### config.mk
export PLATFORM = sky130hd
export DESIGN_NAME = pipeline_hazard_ctrl
export DESIGN_NICKNAME = d
export VERILOG_FILES = /design/src/rtl/pipe_pkg.sv /design/src/rtl/sat_counter.sv /design/src/rtl/pipeline_hazard_ctrl.sv
export SDC_FILE = /design/constraint.sdc
export NUM_CORES = 1
export LEC_CHECK = 0
export CORE_MARGIN = 1.5
export CORE_UTILIZATION = 50
export CTS_CLUSTER_DIAMETER = 60
export DETAILED_ROUTE_END_ITERATION = 7
export GPL_ROUTABILITY_DRIVEN = 1
export PLACE_DENSITY = 0.81
export SLEW_MARGIN = 25
export SYNTH_ARGS = -nofsm -noshare
export SYNTH_HDL_FRONTEND = slang
export SYNTH_HIERARCHICAL = 1
export SYNTH_SLANG_ARGS = --single-unit
### constraint.sdc
create_clock -name clk -period 3.16 [get_ports clk]
set_input_delay 0.474 -clock clk [delete_from_list [all_inputs] [get_ports clk]]
set_output_delay 0.474 -clock clk [all_outputs]
set_load 0.1 [all_outputs]
### src/rtl/pipe_pkg.sv
// Shared definitions for the pipeline hazard controller: opcodes, the per-cycle
// action encoding and the instruction decode helpers.
package pipe_pkg;

    localparam logic [3:0] OP_NOP    = 4'h0;
    localparam logic [3:0] OP_SUB    = 4'h1;
    localparam logic [3:0] OP_ADD    = 4'h2;
    localparam logic [3:0] OP_ADDI   = 4'h3;
    localparam logic [3:0] OP_SHLLI  = 4'h4;
    localparam logic [3:0] OP_SHRLI  = 4'h5;
    localparam logic [3:0] OP_JUMP   = 4'h6;
    localparam logic [3:0] OP_JUMPL  = 4'h7;
    localparam logic [3:0] OP_JUMPG  = 4'h8;
    localparam logic [3:0] OP_JUMPE  = 4'h9;
    localparam logic [3:0] OP_JUMPNE = 4'hA;
    localparam logic [3:0] OP_CMP    = 4'hB;
    localparam logic [3:0] OP_LOAD   = 4'hC;
    localparam logic [3:0] OP_LOADI  = 4'hD;
    localparam logic [3:0] OP_STORE  = 4'hE;
    localparam logic [3:0] OP_MOV    = 4'hF;

    // Listed in increasing priority; the value is what ctl_state reports.
    typedef enum logic [2:0] {
        ACT_RUN      = 3'd0,
        ACT_LOAD_USE = 3'd1,
        ACT_FLUSH    = 3'd2,
        ACT_MEM_WAIT = 3'd3,
        ACT_HALT     = 3'd4
    } action_e;

    // Returns {uses_src1, uses_src2} for an opcode in Decode.
    function automatic logic [1:0] src_use(input logic [3:0] op);
        logic [1:0] u;
        u = 2'b00;
        case (op)
            OP_SUB, OP_ADD, OP_CMP, OP_STORE:                 u = 2'b11;
            OP_ADDI, OP_SHLLI, OP_SHRLI, OP_LOAD, OP_MOV:     u = 2'b10;
            default:                                          u = 2'b00;
        endcase
        return u;
    endfunction

    function automatic logic jump_taken(input logic [3:0] op, input logic zf,
                                        input logic gf, input logic lf);
        logic t;
        t = 1'b0;
        case (op)
            OP_JUMP:   t = 1'b1;
            OP_JUMPL:  t = lf;
            OP_JUMPG:  t = gf;
            OP_JUMPE:  t = zf;
            OP_JUMPNE: t = ~zf;
            default:   t = 1'b0;
        endcase
        return t;
    endfunction

endpackage

### src/rtl/sat_counter.sv
// Up-counter that sticks at its all-ones value instead of wrapping.
module sat_counter #(
    parameter int WIDTH = 16
) (
    input  logic             clk,
    input  logic             rst_n,
    input  logic             inc,
    input  logic             clear,
    output logic [WIDTH-1:0] count
);

    logic [WIDTH-1:0] count_q;
    logic [WIDTH-1:0] count_d;

    always_comb begin
        count_d = count_q;
        if (clear) begin
            count_d = '0;
        end else if (inc && (count_q != {WIDTH{1'b1}})) begin
            count_d = count_q + 1'b1;
        end
    end

    always_ff @(posedge clk or negedge rst_n) begin
        if (!rst_n) begin
            count_q <= '0;
        end else begin
            count_q <= count_d;
        end
    end

    assign count = count_q;

endmodule

### src/rtl/pipeline_hazard_ctrl.sv
// Per-cycle pipeline sequencer: picks one action (RUN/LOAD_USE/FLUSH/MEM_WAIT/HALT)
// and drives the stage enables, flush and bubble controls from it.
module pipeline_hazard_ctrl
    import pipe_pkg::*;
#(
    parameter int OPW         = 4,
    parameter int REGW        = 5,
    parameter int CNTW        = 16,
    parameter int MEM_TIMEOUT = 64
) (
    input  logic            clk,
    input  logic            rst_n,
    input  logic [OPW-1:0]  id_opcode,
    input  logic [REGW-1:0] id_src1,
    input  logic [REGW-1:0] id_src2,
    input  logic [OPW-1:0]  ex_opcode,
    input  logic [REGW-1:0] ex_dest,
    input  logic            ex_zf,
    input  logic            ex_gf,
    input  logic            ex_lf,
    input  logic            mem_busy,
    output logic            pc_we,
    output logic            if_id_en,
    output logic            id_ex_en,
    output logic            ex_mem_en,
    output logic            if_id_flush,
    output logic            id_ex_bubble,
    output logic            pc_sel_target,
    output logic            halted,
    output logic [2:0]      ctl_state,
    output logic [CNTW-1:0] stall_cnt,
    output logic [CNTW-1:0] flush_cnt
);

    localparam int WAITW = $clog2(MEM_TIMEOUT + 1);
    localparam logic [WAITW-1:0] WAIT_LAST = WAITW'(MEM_TIMEOUT - 1);
    localparam logic [WAITW-1:0] WAIT_MAX  = WAITW'(MEM_TIMEOUT);

    logic             zf_q, gf_q, lf_q;
    logic             zf_d, gf_d, lf_d;
    logic [WAITW-1:0] wait_cnt_q, wait_cnt_d;
    logic             halted_q, halted_d;
    action_e          ctl_state_q;
    action_e          action;

    logic [1:0]       id_use;
    logic             src_hit;
    logic             load_use;
    logic             taken;
    logic             stall_inc;
    logic             flush_inc;

    // Hazard detection against the instruction currently in Execute.
    always_comb begin
        id_use   = src_use(id_opcode);
        src_hit  = (id_use[1] && (id_src1 == ex_dest)) ||
                   (id_use[0] && (id_src2 == ex_dest));
        load_use = (ex_opcode == OP_LOAD) && src_hit;
        taken    = jump_taken(ex_opcode, zf_q, gf_q, lf_q);
    end

    always_comb begin
        action = ACT_RUN;
        if (halted_q) begin
            action = ACT_HALT;
        end else if (mem_busy) begin
            action = ACT_MEM_WAIT;
        end else if (taken) begin
            action = ACT_FLUSH;
        end else if (load_use) begin
            action = ACT_LOAD_USE;
        end
    end

    // While reset is held the pipe is frozen and both front registers load NOPs.
    always_comb begin
        pc_we         = 1'b1;
        if_id_en      = 1'b1;
        id_ex_en      = 1'b1;
        ex_mem_en     = 1'b1;
        if_id_flush   = 1'b0;
        id_ex_bubble  = 1'b0;
        pc_sel_target = 1'b0;
        case (action)
            ACT_HALT, ACT_MEM_WAIT: begin
                pc_we     = 1'b0;
                if_id_en  = 1'b0;
                id_ex_en  = 1'b0;
                ex_mem_en = 1'b0;
            end
            ACT_FLUSH: begin
                pc_sel_target = 1'b1;
                if_id_flush   = 1'b1;
                id_ex_bubble  = 1'b1;
            end
            ACT_LOAD_USE: begin
                pc_we        = 1'b0;
                if_id_en     = 1'b0;
                id_ex_bubble = 1'b1;
            end
            default: begin
            end
        endcase
        if (!rst_n) begin
            pc_we         = 1'b0;
            if_id_en      = 1'b0;
            id_ex_en      = 1'b0;
            ex_mem_en     = 1'b0;
            if_id_flush   = 1'b1;
            id_ex_bubble  = 1'b1;
            pc_sel_target = 1'b0;
        end
    end

    always_comb begin
        zf_d = zf_q;
        gf_d = gf_q;
        lf_d = lf_q;
        if ((ex_opcode == OP_CMP) && ex_mem_en) begin
            zf_d = ex_zf;
            gf_d = ex_gf;
            lf_d = ex_lf;
        end
        wait_cnt_d = '0;
        if (mem_busy) begin
            wait_cnt_d = (wait_cnt_q == WAIT_MAX) ? wait_cnt_q : wait_cnt_q + 1'b1;
        end
        halted_d = halted_q || (mem_busy && (wait_cnt_q == WAIT_LAST));
    end

    always_ff @(posedge clk or negedge rst_n) begin
        if (!rst_n) begin
            zf_q        <= 1'b0;
            gf_q        <= 1'b0;
            lf_q        <= 1'b0;
            wait_cnt_q  <= '0;
            halted_q    <= 1'b0;
            ctl_state_q <= ACT_RUN;
        end else begin
            zf_q        <= zf_d;
            gf_q        <= gf_d;
            lf_q        <= lf_d;
            wait_cnt_q  <= wait_cnt_d;
            halted_q    <= halted_d;
            ctl_state_q <= action;
        end
    end

    assign stall_inc = (action == ACT_LOAD_USE) || (action == ACT_MEM_WAIT);
    assign flush_inc = (action == ACT_FLUSH);

    sat_counter #(.WIDTH(CNTW)) u_stall_cnt (
        .clk   (clk),
        .rst_n (rst_n),
        .inc   (stall_inc),
        .clear (1'b0),
        .count (stall_cnt)
    );

    sat_counter #(.WIDTH(CNTW)) u_flush_cnt (
        .clk   (clk),
        .rst_n (rst_n),
        .inc   (flush_inc),
        .clear (1'b0),
        .count (flush_cnt)
    );

    assign halted    = halted_q;
    assign ctl_state = ctl_state_q;

endmodule

After elaboration in Yosys (flattened, before gate mapping)
Memory sizes are Yosys's and may differ from the RTL's.
Index checks and enable logic that the tools add are counted.

storage, ports and cells
  register bits after elaboration = 46
  memory bits (read-only) = 32
  bits of input ports = 29
  output and inout bits = 43
  logic and storage cells = 60
  memories = 1

cells by class
  $add $sub $neg = 3
  equal/unequal tests = 18
  multiplexer cells = 16
  bitwise operators = 1
  reduce and logical (&&, ||, !) cells = 13

memory list
  memory           depth  bits a word  read ports  clocked after Yosys merged registers in  write ports  RTL line        RTL
  (no name shown)  16     2            1           0                                        0            pipe_pkg.sv:35  case (op)

operator list
  kind                     count
  $add A16 B1 Y16 const B  2
  $ne A16 B16 Y1 const B   2
  $eq A4 B4 Y1 const B     5
  $mux W7                  2
  $eq A5 B5 Y1             2
  $mux W1                  10
  $eq A4 B3 Y1 const B     2
  $add A7 B1 Y7 const B    1
  $eq A7 B6 Y1 const B     1
  $eq A7 B7 Y1 const B     1
  $logic_and A1 B1 Y1      7
  $eq A3 B2 Y1 const B     2
  $pmux W1 S5              1
  $mux W2                  2
  $reduce_or A2 Y1         2
  $eq A3 B1 Y1 const B     1
  $eq A3 B3 Y1 const B     1
  $logic_or A1 B1 Y1       3
  $mux W3                  1
  $reduce_or A3 Y1         1
  $ne A2 B2 Y1 const B     1
  $not A1 Y1               1

Logic depth before layout (Yosys ltp)
Gate-level depths: netlist of the first run.

  word-level depth = 13
  depth in mapped cells = 11
  depth with buffers taken out = 9

By module
The synthesis of the first run kept the hierarchy.

by module, submodules not included
  module                instances  cells each  area an instance (um^2)  sequential area each (um^2)
  sat_counter           2          98          942.2                    400.4
  pipeline_hazard_ctrl  1          110         1023.5                   350.3

Least setup slack after synthesis of the first run
No wires, ideal clock.

  kind = input to output
  start point = in ex_opcode[1]
  end point = out if_id_flush
  arrival = 3.308 ns
  required time = 2.686 ns
  path slack = -0.622 ns
  stages on the path = 4
  path buffers = 0
  cells stage by stage = mux2_2 > o22ai_1 > o211ai_1 > o31ai_1

on the way
  longest elaborated chain between the ends = 9
  elaborated cells between the ends (all ways) = 15
  classes of those cells = 7 x eq/ne; 7 x mux; 1 x reduce/logical

RTL lines
  element                                              RTL line                     RTL
  from (decl)                                          pipeline_hazard_ctrl.sv:16   input logic [OPW-1:0] ex_opcode,
  branches (longest 3 deep; another with $pmux W1 S5)  --
  $mux W2 (*)                                          pipeline_hazard_ctrl.sv:68   end else if (taken) begin
  $mux W2 (*)                                          pipeline_hazard_ctrl.sv:66   end else if (mem_busy) begin
  $mux W3 (*)                                          pipeline_hazard_ctrl.sv:64   if (halted_q) begin
  $eq A3 B2 Y1 (*)                                     pipeline_hazard_ctrl.sv:84   case (action)
  $mux W1 (*)                                          pipeline_hazard_ctrl.sv:84
  $mux W1 (*)                                          pipeline_hazard_ctrl.sv:104  if (!rst_n) begin
  to (decl)                                            pipeline_hazard_ctrl.sv:26   output logic if_id_flush,

Mark *: on every way between the ends.

Final worst setup path of the first run
  start point = in id_opcode[1]
  end point = reg u_stall_cnt.count_q[2] (netlist: u_stall_cnt/count[2])

on the way
  longest elaborated chain between the ends = 11
  elaborated cells between the ends (all ways) = 13
  classes of those cells = 2 x eq/ne; 4 x mux; 6 x reduce/logical; 1 x memory

RTL lines
  element                                        RTL line                                                RTL
  from (decl)                                    pipeline_hazard_ctrl.sv:13                              input logic [OPW-1:0] id_opcode,
  $mem_v2 Z16 W2 (*)                             --
  $logic_and A1 B1 Y1, on equally long branches  pipeline_hazard_ctrl.sv:56, pipeline_hazard_ctrl.sv:57
  $logic_or A1 B1 Y1 (*)                         pipeline_hazard_ctrl.sv:56                              src_hit = (id_use[1] && (id_src1 == ex_dest)) ||
  $logic_and A1 B1 Y1 (*)                        pipeline_hazard_ctrl.sv:58                              load_use = (ex_opcode == OP_LOAD) && src_hit;
  $mux W1 (*)                                    pipeline_hazard_ctrl.sv:70                              end else if (load_use) begin
  $mux W2 (*)                                    pipeline_hazard_ctrl.sv:68
  $mux W2 (*)                                    pipeline_hazard_ctrl.sv:66
  $mux W3 (*)                                    pipeline_hazard_ctrl.sv:64
  $eq A3 B1 Y1 or $eq A3 B2 Y1 (tied branches)   pipeline_hazard_ctrl.sv:149                             assign stall_inc = (action == ACT_LOAD_USE) || (action == ACT_MEM_WAIT);
  $logic_or A1 B1 Y1 (*)                         pipeline_hazard_ctrl.sv:149
  net stall_inc                                  pipeline_hazard_ctrl.sv:50                              logic stall_inc;
  $logic_and A1 B1 Y1 (*)                        sat_counter.sv:19                                       end else if (inc && (count_q != {WIDTH{1'b1}})) begin
  to (signal assigned)                           sat_counter.sv:28                                       count_q <= count_d;
  to (decl)                                      sat_counter.sv:12                                       logic [WIDTH-1:0] count_q;

Mark *: on every way through the listed nets, which the timed path passes. The rest lies on a longest branch.
A chain may end at the register's enable or synchronous reset.

==> metrics.txt, run 1 <==
largest net degree at the start of global routing 46; Final setup violation count 0; Slew Limit Headroom 40.9%; cell taking the most area after synthesis dfrtp_1; Commonest cells post-synth 46 x dfrtp_1, 26 x a21oi_1, 20 x nor2_1; gpl congestion 0.831; Max-cap violations 0; switch share 30.0%; core area 5570 µm²; CTS tree yes; first-pass GRT wire length 12.0 mm; Gate power share between 20% and 30%; total power 1.22 mW; ranking of synthesized cells by area dfrtp_1 40%, a21oi_1 4.5%, o31ai_1 3.9%, nand4_1 3.4%, mux2_1 3.1%; post-CTS sizing 0; vias 2648; post-synth top area share about two fifths; global router's overall resource usage 24.0%; Total Routed Length around 6.9 mm; Post-Syn Area 2910 µm²; Post-synth top flop dfrtp_1; Setup CP Type primary input to flip-flop; number of global-route vias before repair 2571; critical path required time 3390 ps; layout cells sized above 1 24.1%; Sink Count 46; Leak 1.65 nW; CP max stage delay 610 ps; Die Ht 79.3 µm; Worst Reg-to-Reg Cells 8; sequential power share 50.2%; antenna viol nets, final 0; Die W 79.3 µm; Ys Warns 6; mean post-synth cell area 9.50 µm²; Inserted Clock Buffers 5; CTS Hold Buffers Added 1; Worst Tran Pin Value just under 900 ps; asr flop ratio synth 100%; type of the worst min-delay path primary input to async pin; Cell Pwr Density 321 nW/µm²; worst-case clock skew 7.39 ps; diode count 0; Area Growth Syn to Fin 31.2%; Synth Register Bits 46; Clock power frac between 20% and 30%; clock root buffer clkbuf_8; Int Pwr 0.857 mW; grt ovf 0; most frequent cell after synthesis dfrtp_1; Ports 72; sw power about 0.37 mW; dpl hpwl 5.09 mm; DR DRC count 0; Final period util 89.8%; R2R setup slack 740 ps; crit path DAT 3070 ps; crit path capture type flip-flop; slowest CP cell or4_2; Final Hold Violating Endpoints 0; routed vias/inst 5.73; WL per Instance between 10 and 15 µm; DRT iter0 DRCs 98; critical path fanouts, max 17; sequential area share after synthesis 39.6%; Port Buffers 71; Post-synth EDFFs 0; CP startpoint kind primary input; Tmin final 2840 ps; Initial Util 52.2%; maximum root-to-sink buffer count 2; outcome complete, no violations; Final Max Tran Viols 0; nets 425; crit-path cells clkdlybuf4s50_1 -> buf_4 -> ha_1 -> nand2_1 -> a211oi_1 -> nand4_1 -> a31oi_1 -> inv_1 -> buf_4 -> or4_2 -> a21oi_1; clock transition at the registers of the reported paths 80 ps; synth unique cells 52; Syn Inst Count 306; Die Area 6280 µm²; clk_lat worst skew 300 ps; setup TNS 0 ps; unrepaired setup endpoints after global routing false; Worst IR Drop VDD 207 µV; drt pass-1 iters 4; Most common cell on crit path buf_4; row cnt 27; fmax 352 MHz; initial antenna violation count 0; # Post-CTS Setup Buffers 0; H-Tree Level Count 2
==> stage by stage <==
step / util (%) / area (µm²) / hold slack (ps) / setup WS (ps) / cells
after floorplan: - / 2940 / 178 / 224 / 309
after global placement: 66.7 / 3720 / 300 / 61.7 / 453
after detailed placement: 66.7 / 3720 / 302 / 28.1 / 453
after CTS: 68.4 / 3810 / 514 / 337 / 462
after global routing: 68.4 / 3810 / 519 / 144 / 462
final: 68.4 / 3810 / 519 / 322 / 462
==> critical path, delay by kind of cell <==
| family | cells | cell delay (ps) |
|---|---|---|
| compound gates | 3 | 690 |
| fa+ha+maj | 1 | 150 |
| buf+inv | 4 | 880 |
| simple gates | 3 | 870 |
==> cell usage in the layout, fill, tap and decap left out, types with 10 or more instances in the layout <==
cell	count
a21oi_1	26
nand2_1	18
dfrtp_1	45
inv_1	11
or4_1	10
buf_4	51
o31ai_1	14
nand4_1	16
clkdlybuf4s50_1	27
nor2_1	20
nor2b_1	10
==> kinds of logic after synthesis <==
family                   count (synthesis)  share of synthesized area (%)
other                                    1                          0.129
AO/OA/AOI/OAI                           65                           14.5
AND/OR/NAND/NOR                        135                           28.9
multiplexers                            13                           4.99
buffers and inverters                   25                           4.00
XOR/XNOR                                14                           4.86
flip-flops                              46                           39.6
adder cells (fa/ha/maj)                  7                           3.01
==> power groups by stage <==
stage          combinational [mW]  clock, mW  sequential, mW
6_report                    0.245      0.364           0.615
5_1_grt                     0.263      0.404           0.618
4_1_cts                     0.244      0.377           0.615
3_5_place_dp                0.243          0           0.626
3_3_place_gp                0.238          0           0.626
2_1_floorplan               0.113          0           0.652
==> flip-flops by register name, indices dropped and copies added, names as in the netlist <==
| signal | flops |
|---|---|
| ctl_state | 3 |
| gf_q | 1 |
| halted | 1 |
| lf_q | 1 |
| u_flush_cnt/count | 16 |
| u_stall_cnt/count | 16 |
| wait_cnt_q | 7 |
| zf_q | 1 |
==> per-layer routing <==
metal	share of wire, %	wire length (µm)	global-route usage, %
met5	0	0	0
met4	0.74	51	5.96
met3	3.6	249	4.25
met2	49	3390	39.7
met1	47	3240	32.6
==> path summary, 6_finish.rpt <==
kind / from / end
worst max-delay path: id_opcode[1] / u_stall_cnt/count[2]
worst min-delay path: rst_n / ctl_state[1]
worst max register to register: zf_q / u_flush_cnt/count[10]
worst min register to register: gf_q / gf_q
max in group asynchronous: rst_n / halted
min in group clk: gf_q / gf_q
==> final cells by class <==
cell class                 instances  area, µm²
fill                             472       1760
inverter                          13       52.6
multi-input combinational        238       1670
timing repair buffer              85        768
tap                               72       90.1
clock inverter                     2       13.8
sequential                        46       1150
clock buffer                       6       72.6
Power figures use the tool's default switching activity.
==> run 2: changes to the inputs <==
- CELL_PAD_IN_SITES_DETAIL_PLACEMENT: unset -> 0
- CELL_PAD_IN_SITES_GLOBAL_PLACEMENT: unset -> 1
- CORE_ASPECT_RATIO: unset -> 1.75
- CORE_UTILIZATION: 50 -> 37
- PLACE_DENSITY: 0.81 -> unset
- PLACE_DENSITY_LB_ADDON: unset -> 0.1
==> run 2 against run 1 <==
Compared with the run above: first-iteration DRC count rose by 13%; combinational power hardly changed; highest routed layer unchanged; non-clock buffer count grew 3; global-route usage is 5.9 points lower; core utilization is 17 points lower; sequential share of layout area down 0.70 points; fmax is 3.3% lower; worst hold slack got worse by 340 ps; clock power is 40% higher; final area is 2.4% higher; clock skew down 4.9 ps; critical path type is now primary input to output port; clock-buffer cell count increased by 2.
==> metrics.txt, run 2 (synthesized netlist as in run 1, its figures left out) <==
r2r startpoint zf_q; R2R Path End u_flush_cnt/count[3]; met2 WL 3.96 mm (+17%); R2R setup slack 710 ps (-30 ps); Placed Cells 473 (+4.4%); CTS tree yes; Total Routed Length 7.29 mm (+5.2%); CP max stage delay 520 ps (-90 ps); Final Max Tran Viols 0 (unchanged); final worst hold slack 177 ps (-342 ps); Leak 1.69 nW (+2.1%); row cnt 42 (+56%); layout cells sized above 1 24.7% (+0.58 points); crit path buf inv count 4 (unchanged); number of global-route vias before repair 2682 (+4.3%); grt ovf 0 (unchanged); Ports 72 (unchanged); highest routed layer met4; clock root buffer clkbuf_16; design area 3910 µm² (+2.4%); crit path DAT 2460 ps (-610 ps); CTS Hold Buffers Added 0 (-1); post-CTS sizing 0 (unchanged); Final period util 92.9% (+3.1 points); core area 7570 µm² (+36%); Port Buffers 71 (unchanged); WL per Instance 15.1 µm (+1.0%); maximum root-to-sink buffer count 2 (unchanged); CP startpoint kind primary input; Setup CP Type primary input to output port; worst-case clock skew 2.53 ps (-4.86 ps); Inserted Clock Buffers 5 (unchanged); antenna viol nets, final 0 (unchanged); Initial Util 38.4% (-14 points); crit path capture type output port; most frequent cells in the layout 55 x buf_4, 45 x dfrtp_1, 27 x clkdlybuf4s50_1; diode count 0 (unchanged); Worst IR Drop VDD 192 µV (-7.5%); crit-path cells clkdlybuf4s50_1 -> inv_1 -> ha_1 -> nor2_1 -> buf_4 -> o2111ai_1 -> or3_1 -> a41oi_2 -> buf_12; Worst Reg-to-Reg Cells 7 (-1); clock transition at the registers of the reported paths 60 ps (-20 ps); initial antenna violation count 0 (unchanged); critical path required time 2690 ps (-700 ps); Max-cap violations 0 (unchanged); Final setup violation count 0 (unchanged); dpl hpwl 5.49 mm (+7.9%); Worst Tran Pin Value 524 ps (-356 ps); Die Ht 120 µm (+52%); fmax 341 MHz (-3.3%); # Post-CTS Setup Buffers 0 (unchanged); largest net degree at the start of global routing 35 (-24%); Die Area 8420 µm² (+34%); Tmin final 2930 ps (+96.9 ps); fin worst setup slack 225 ps (-96.9 ps); slowest CP cell clkdlybuf4s50_1; DR DRC count 0 (unchanged); DRT iter0 DRCs 111 (+13%); global router's overall resource usage 18.1% (-5.9 points); Place WS -145 ps (-173 ps); outcome complete, no violations; Slew Limit Headroom 65.0% (+24 points); drt pass-1 iters 4 (unchanged); Placed Instance Area 3770 µm² (+1.3%); type of the worst min-delay path primary input to async pin; critical path fanouts, max 4 (-13); Final Hold Violating Endpoints 0 (unchanged); vias 2699 (+1.9%); Cell Pwr Density 351 nW/µm² (+9.4%); Die W 70.0 µm (-12%); H-Tree Level Count 2 (unchanged); routed vias/inst 5.61 (-2.1%); gpl congestion 0.806 (-3.0%); most common cell after layout, fill and taps aside buf_4; first-pass GRT wire length 12.5 mm (+4.0%); unrepaired setup endpoints after global routing false; Sink Count 46 (unchanged); Layout Cells excl Fill 481 (+4.1%); DR WL met3 386 µm (+55%); setup TNS 0 ps (unchanged); nets 428 (+0.71%); clk_lat worst skew 280 ps (-20 ps); M1 WL 2.84 mm (-12%); Largest delay share family, worst path buffers and inverters; Area Growth Syn to Fin 34.3%
-- run 2: cell types whose count changed in the layout (fill, tap and decap cells not counted) --
cell	previous run	this run
dlygate4sd3_1	1	0
clkbuf_16	0	5
buf_4	51	55
clkbuf_1	1	3
inv_1	11	10
clkinv_4	1	0
clkbuf_8	5	0
clkinv_2	1	0
inv_2	0	1
-- run 2: worst max path at each step --
stage	from	end	slack [ps]	cells after the start
CTS	id_opcode[1]	u_stall_cnt/count[10]	170	11
floorplan	ex_opcode[1]	if_id_flush	220	4
global route	id_opcode[1]	u_stall_cnt/count[10]	70	11
finish	id_opcode[1]	id_ex_bubble	230	9
detailed placement	id_opcode[1]	u_stall_cnt/count[10]	-140	11
global placement	id_opcode[1]	u_stall_cnt/count[10]	-80	11
-- run 2: worst register-to-register path, stage by stage (launching register included) --
cell      delay, ps
dfrtp_1         360
mux2_2          340
o22ai_1         160
o211ai_1        140
nor3_1          220
inv_1           300
or4_2           710
a21oi_1         160
-- run 2: layout make-up --
class	instances	area, µm²
clock buffers	8	136
fillers	727	3660
inverters	13	52.6
multi-input cells	238	1670
flip-flops and latches	46	1150
well taps	88	110
repair buffers	88	788
-- run 2: per-layer routing --
layer	GRT usage (%)	up-vias
li1	-	1331
met1	20.4	1296
met2	33.5	66
met3	4.00	6
met4	5.77	0
met5	0	-
-- run 2: metrics by stage --
stage               utilization [%]  power [mW]
finish                         51.6        1.37
global route                   51.6        1.43
global placement               49.8       0.871
CTS                            51.6        1.38
detailed placement             49.8       0.873
floorplan                         -       0.765
-- run 2: power breakdown --
| group | total, mW | internal [mW] | switching, mW | leakage (nW) |
|---|---|---|---|---|
| Combinational | 0.246 | 0.0994 | 0.147 | 0.994 |
| Sequential | 0.616 | 0.604 | 0.0126 | 0.629 |
| Clock | 0.508 | 0.295 | 0.213 | 0.0652 |
| Total | 1.37 | 0.998 | 0.372 | 1.69 |
